$ cat src/rtl/cf_commit_queue.sv
// rtl/cf_commit_queue.sv - in-order branch/jump-register commit queue feeding the hazard controller
module cf_commit_queue #(
  parameter int DEPTH      = 8,
  parameter int DEPTH_BITS = 3,
  parameter int ROB_IDX_W  = 4
) (
  input  logic                  clk,
  input  logic                  rst,
  input  logic                  alloc_valid,
  input  logic                  alloc_is_jr,
  input  logic [ROB_IDX_W-1:0]  alloc_rob_idx,
  output logic                  alloc_ready,
  output logic [DEPTH_BITS-1:0] alloc_tag,
  input  logic                  res_valid,
  input  logic [DEPTH_BITS-1:0] res_tag,
  input  logic                  res_taken,
  input  logic [31:0]           res_target,
  input  logic                  rob_head_valid,
  input  logic [ROB_IDX_W-1:0]  rob_head_idx,
  input  logic                  flush,
  output logic                  valid_branch,
  output logic                  branch_outcome,
  output logic                  valid_jump_reg,
  output logic [31:0]           jump_target,
  output logic [DEPTH_BITS:0]   count,
  output logic                  err_sticky
);

  localparam logic [DEPTH_BITS:0] PTR_ONE = {{DEPTH_BITS{1'b0}}, 1'b1};

  // per-entry state, bit i belongs to tag i
  logic [DEPTH-1:0]     valid_q, valid_d;
  logic [DEPTH-1:0]     resolved_q, resolved_d;
  logic [DEPTH-1:0]     is_jr_q, is_jr_d;
  logic [DEPTH-1:0]     taken_q, taken_d;
  logic [ROB_IDX_W-1:0] rob_idx_q [DEPTH];
  logic [ROB_IDX_W-1:0] rob_idx_d [DEPTH];
  logic [31:0]          target_q [DEPTH];
  logic [31:0]          target_d [DEPTH];

  // pointers carry a wrap bit above the tag bits
  logic [DEPTH_BITS:0]  wr_ptr_q, wr_ptr_d;
  logic [DEPTH_BITS:0]  rd_ptr_q, rd_ptr_d;

  logic                 valid_branch_q, valid_branch_d;
  logic                 branch_outcome_q, branch_outcome_d;
  logic                 valid_jump_reg_q, valid_jump_reg_d;
  logic [31:0]          jump_target_q, jump_target_d;
  logic                 err_sticky_q, err_sticky_d;

  logic [DEPTH_BITS-1:0] wr_idx;
  logic [DEPTH_BITS-1:0] rd_idx;
  logic                  empty;
  logic                  full;
  logic                  alloc_fire;
  logic                  commit_fire;

  assign wr_idx = wr_ptr_q[DEPTH_BITS-1:0];
  assign rd_idx = rd_ptr_q[DEPTH_BITS-1:0];
  assign empty  = (wr_ptr_q == rd_ptr_q);
  assign full   = (wr_idx == rd_idx) && (wr_ptr_q[DEPTH_BITS] != rd_ptr_q[DEPTH_BITS]);

  // readiness comes from registered pointers only, so a same-cycle pop never frees a full queue
  assign alloc_ready = !full;
  assign alloc_tag   = wr_idx;
  assign count       = wr_ptr_q - rd_ptr_q;

  assign alloc_fire  = alloc_valid && alloc_ready && !flush;
  assign commit_fire = !empty && resolved_q[rd_idx] && rob_head_valid &&
                       (rob_head_idx == rob_idx_q[rd_idx]) && !flush;

  // next-state: flush wins outright, otherwise commit, allocate and resolve all apply
  always_comb begin
    valid_d          = valid_q;
    resolved_d       = resolved_q;
    is_jr_d          = is_jr_q;
    taken_d          = taken_q;
    rob_idx_d        = rob_idx_q;
    target_d         = target_q;
    wr_ptr_d         = wr_ptr_q;
    rd_ptr_d         = rd_ptr_q;
    valid_branch_d   = 1'b0;
    valid_jump_reg_d = 1'b0;
    branch_outcome_d = branch_outcome_q;
    jump_target_d    = jump_target_q;
    err_sticky_d     = err_sticky_q;

    if (flush) begin
      valid_d    = '0;
      resolved_d = '0;
      rd_ptr_d   = wr_ptr_q;
    end else begin
      if (commit_fire) begin
        valid_d[rd_idx] = 1'b0;
        rd_ptr_d        = rd_ptr_q + PTR_ONE;
        if (is_jr_q[rd_idx]) begin
          valid_jump_reg_d = 1'b1;
          jump_target_d    = target_q[rd_idx];
        end else begin
          valid_branch_d   = 1'b1;
          branch_outcome_d = taken_q[rd_idx];
        end
      end

      // the slot at wr_idx is never live when allocation is allowed, so it cannot clash with resolve
      if (alloc_fire) begin
        valid_d[wr_idx]    = 1'b1;
        resolved_d[wr_idx] = 1'b0;
        is_jr_d[wr_idx]    = alloc_is_jr;
        taken_d[wr_idx]    = 1'b0;
        rob_idx_d[wr_idx]  = alloc_rob_idx;
        target_d[wr_idx]   = '0;
        wr_ptr_d           = wr_ptr_q + PTR_ONE;
      end else if (alloc_valid && !alloc_ready) begin
        err_sticky_d = 1'b1;
      end

      if (res_valid) begin
        if (valid_q[res_tag] && !resolved_q[res_tag]) begin
          resolved_d[res_tag] = 1'b1;
          taken_d[res_tag]    = res_taken;
          target_d[res_tag]   = res_target;
        end else begin
          err_sticky_d = 1'b1;
        end
      end
    end
  end

  // state registers with synchronous reset that also kills any pending pulse
  always_ff @(posedge clk) begin
    if (rst) begin
      valid_q          <= '0;
      resolved_q       <= '0;
      is_jr_q          <= '0;
      taken_q          <= '0;
      for (int i = 0; i < DEPTH; i++) begin
        rob_idx_q[i] <= '0;
        target_q[i]  <= '0;
      end
      wr_ptr_q         <= '0;
      rd_ptr_q         <= '0;
      valid_branch_q   <= 1'b0;
      branch_outcome_q <= 1'b0;
      valid_jump_reg_q <= 1'b0;
      jump_target_q    <= '0;
      err_sticky_q     <= 1'b0;
    end else begin
      valid_q          <= valid_d;
      resolved_q       <= resolved_d;
      is_jr_q          <= is_jr_d;
      taken_q          <= taken_d;
      rob_idx_q        <= rob_idx_d;
      target_q         <= target_d;
      wr_ptr_q         <= wr_ptr_d;
      rd_ptr_q         <= rd_ptr_d;
      valid_branch_q   <= valid_branch_d;
      branch_outcome_q <= branch_outcome_d;
      valid_jump_reg_q <= valid_jump_reg_d;
      jump_target_q    <= jump_target_d;
      err_sticky_q     <= err_sticky_d;
    end
  end

  assign valid_branch   = valid_branch_q;
  assign branch_outcome = branch_outcome_q;
  assign valid_jump_reg = valid_jump_reg_q;
  assign jump_target    = jump_target_q;
  assign err_sticky     = err_sticky_q;

endmodule

$ cat config.mk
export PLATFORM = sky130hd
export DESIGN_NAME = cf_commit_queue
export DESIGN_NICKNAME = d
export VERILOG_FILES = /design/src/rtl/cf_commit_queue.sv
export SDC_FILE = /design/constraint.sdc
export NUM_CORES = 1
export LEC_CHECK = 0
export CAP_MARGIN = 10
export CORE_MARGIN = 2
export CORE_UTILIZATION = 53
export CTS_BUF_LIST = sky130_fd_sc_hd__clkbuf_16
export DETAILED_ROUTE_END_ITERATION = 6
export GPL_TIMING_DRIVEN = 0
export HOLD_SLACK_MARGIN = 0.05
export PLACE_DENSITY = 0.75
export RECOVER_POWER = 50
export SETUP_SLACK_MARGIN = 0.05
export SLEW_MARGIN = 0
export SYNTH_ARGS = -nofsm -noshare
export SYNTH_HDL_FRONTEND = slang
export SYNTH_SLANG_ARGS = --single-unit
$ cat constraint.sdc
create_clock -name clk -period 3.5 [get_ports clk]
set_clock_uncertainty 0.1 [all_clocks]
set_input_delay 0.35 -clock clk [delete_from_list [all_inputs] [get_ports clk]]
set_output_delay 0.35 -clock clk [all_outputs]
set_load 0.005 [all_outputs]
==> summary.md <==
| Metric | Value |
|---|---|
| Run status | `finished clean` |
| Switching power | `just over 2 mW` |
| GPL Wtd Cong | `about 0.92` |
| RR Startpoint | `rd_ptr_q[2]` |
| HP Start | `alloc_rob_idx[1]` |
| Syn Area/Cell | `around 11 sq um` |
| Total gr overflow | `0` |
| Max FFs per register | `approximately 260` |
| First drt pass iteration count | `5` |
| DRC Markers | `0` |
| Worst ir drop on vdd | `~0.4 mV` |
| Worst slew margin | `0.2019` |
| Area Growth Syn to Fin | `16.24%` |
| Worst skew pair latency | `530 ps` |
| Max capacitance violation total | `0` |
| # diodes | `0` |
| Worst Setup Slack, final | `between 100 and 150 ps` |
| Reg power frac | `0.487` |
| Post-Route WL | `43,910 um` |
| Number of port buffers | `54` |
| Yosys reg bits | `364` |
| Sw Share | `0.2372` |
| WS Path Type | `flop to flop` |
| Chip height | `~170 um` |
| Synth Area in Simple Gates | `0.06205` |
| Dominant combinational cell family by area after synthesis | `compound AO/OA/AOI/OAI gates` |
| Primary FF master, synth | `dfxtp_1` |
| Pwr/cell area | `495.3 nW/um^2` |
| Synth Instances | `approximately 1.3k` |
| Vias per cell | `approximately 6.6` |
| Pre-CTS WS | `-1531 ps` |
| H-tree lvl count | `2` |
| DR iter-0 viols | `~1.4k` |
| Synthesized Nets | `between 1k and 1.5k` |
| Total Routing Usage GR | `0.2968` |
| Placed Cells | `roughly 1.7k` |
| Worst setup EP type | `flop` |
| Clock network power share | `0.443` |
| Io pins | `95` |
| Num CTS Buffers | `37` |
| Critical Path AT | `3740 ps` |
| Vias in the first global route | `between 10k and 15k` |
| Xor/xnor share of the synthesized area | `0.004115` |
| Worst-case clock buffer depth | `3` |
| Area contributors post-synth | `dfxtp_1, mux4_2, a32o_1, a22o_1, mux2i_1` |
| Core box area | `27,710 sq um` |
| Worst-path clk slew | `60 ps` |
| Largest reg by FF count | `target_q` |
| Reg2reg setup slack | `around 120 ps` |
| Comb power frac | `0.070` |
| Layout Utilization | `0.6252` |
| WL/cell | `24.15 um` |
| Sequential share of the synthesized area | `0.4890` |
| DR vias | `roughly 12k` |
| Post-synthesis mux area share | `0.1552` |
| Max Clk Rate | `296.2 MHz` |
| Total Die Area | `approximately 29,000 sq um` |
| Int Power | `6.544 mW` |
| Die Wd | `between 150 and 200 um` |
| Worst Hold Depth | `3` |
| RR Endpoint | `target_q[146]` |
| Finish-stage setup viols | `0` |
| Layout cell share with drive strength beyond 1 | `0.1556` |
| Top-area cell type share of the netlist area | `0.4890` |
| Initial antenna violation count | `2` |
| Sink Count | `between 300 and 400` |
| CTS tree | `built` |
| Min Tclk post-route | `between 3000 and 4000 ps` |
| Post-Layout Cell Count | `about 1.8k` |
| Post-synth ARST share | `0` |
| Nets | `approximately 1.5k` |
| Worst Path Max Fanout | `19` |
| Final antenna-violating net count | `0` |
| Hold Vio Cnt, Final | `0` |
| Least-Margin Pin Slew | `approximately 1200 ps` |
| Cell Area, Synth | `approximately 15,000 sq um` |
| Fin crit share | `0.9646` |
| Leak Pwr | `~6.4 nW` |
| Reg2reg path depth | `12` |
| Worst min-delay path class | `input pin to flop` |
| Critical Path RT | `between 3000 and 4000 ps` |
| Hold slack | `around 100 ps` |
| Area share of fa/ha/maj cells after synthesis | `0.005542` |
| Initial Util | `0.5378` |
| Row count | `slightly above 60` |
| Dpl hpwl | `between 20,000 and 30,000 um` |
| Crit path launch type | `flop` |
| Largest net degree at the start of global routing | `20` |
| Netlist cell types | `55` |
| # hold bufs at CTS | `0` |
| First-pass GRT wire length | `~67,000 um` |
| Hold Crit Endpoint | `rob_idx_q[13]` |
| Slew Viols, Final | `0` |
| EDFF count, synth | `0` |
| Post-synthesis compound-gate area fraction | `0.2349` |
| Yosys warns | `0` |
| Root buf cell | `clkbuf_16` |
| Yosys top cell by area | `dfxtp_1` |
| RSZ-0062 raised after global routing | `no` |
[cell type report]
type / instances / area [sq um]
Clock buffer: 38 / 950.9
Buffer: 166 / 754.5
Fill cell: 2222 / 10390
Tap cell: 378 / 473.0
Multi-Input combinational cell: 769 / 6995
Sequential cell: 364 / 7287
Timing Repair Buffer: 64 / 609.3
Inverter: 10 / 37.54
Clock inverter: 29 / 212.7
[synthesized netlist by cell type, drive strengths merged (2+ instances only)]
cell type,number
dfxtp,364
a22o,132
a32o,132
clkbuf,105
a21oi,86
mux4,71
nand2,70
mux2i,69
buf,64
nor2,38
o31ai,33
or4,32
inv,10
nand3,10
o22ai,8
o41ai,8
o21ai,7
nor3,6
ha,5
nand2b,5
xnor2,5
and3,4
or2,4
a221oi,3
a31oi,3
nand4,3
nor4,3
o21a,3
or3,3
a21o,2
a311oi,2
and2,2
mux2,2
o31a,2
xor2,2
[layout by cell type (no fill, tap or decap), drive strengths merged, types with 4 or more instances in the layout]
master and n:
o41ai 8, inv 22, clkbuf 141, buf 73, nand3 10, xnor2 5, o21ai 7, nor3 6
ha 5, a32o 132, and3 4, mux2i 69, mux4 71, clkdlybuf4s50 17, or2 4, or4 32
a21oi 86, nand2b 5, dlygate4sd3 37, nor2 38, o22ai 8, dfxtp 364, nand2 70, o31ai 33
clkinv 13, a22o 132
[cell families (layout without fill, tap and decap cells)]
logic type	count (synthesis)	in the layout
mux	142	142
flops	364	364
xor+xnor	7	7
simple gates	185	185
buf+inv	179	307
fa+ha+maj	6	6
compound gates	429	429
[how the worst max path moves through the flow]
stage,end,slack (ps),from
final,target_q[146],120,rd_ptr_q[2]
after global routing,target_q[77],10,rd_ptr_q[2]
after CTS,valid_q[3],70,rd_ptr_q[0]
after detailed placement,target_q[94],-1530,rd_ptr_q[2]
after global placement,target_q[93],-1490,rd_ptr_q[2]
after floorplan,target_q[196],40,rd_ptr_q[2]
[worst max-delay path: stages, from the launching register on]
cell	delay (ps)
dfxtp_1	360
buf_4	280
buf_6	270
inv_1	130
ha_1	370
and3_2	280
a21oi_4	80
buf_4	200
nand3_4	190
nand2b_1	120
a21oi_2	370
clkbuf_2	370
a32o_1	180
[stage by stage]
step | TNS (ps) | cell area [sq um] | total power, mW
6_report | 0 | 17320 | 8.580
5_1_grt | 0 | 17320 | 8.821
4_1_cts | 0 | 17210 | 8.578
3_5_place_dp | -381170 | 15920 | 4.819
3_3_place_gp | -364930 | 15920 | 4.811
2_1_floorplan | 0 | 14900 | 4.617
[what timing repair did]
action	CTS	global route
gates resized for setup	53	34
setup endpoints to repair	365	295
pin swaps	0	5
buffers inserted	0	9
[power groups by stage]
stage	Combinational (mW)	Sequential [mW]	Clock (mW)
after global routing	0.634	4.17	4.01
after global placement	0.546	4.26	0
after floorplan	0.355	4.26	0
after CTS	0.575	4.17	3.83
after detailed placement	0.553	4.27	0
final	0.601	4.17	3.80
[layer usage]
| metal | GRT usage | wire length, um | share of wire |
|---|---|---|---|
| met2 | 0.4835 | 20870 | 0.48 |
| met4 | 0.1135 | 1375 | 0.031 |
| met3 | 0.06374 | 3987 | 0.091 |
| met1 | 0.3876 | 17650 | 0.40 |
| met5 | 0 | 23 | 0.00052 |
No activity file was read; power rests on OpenSTA's default activity.
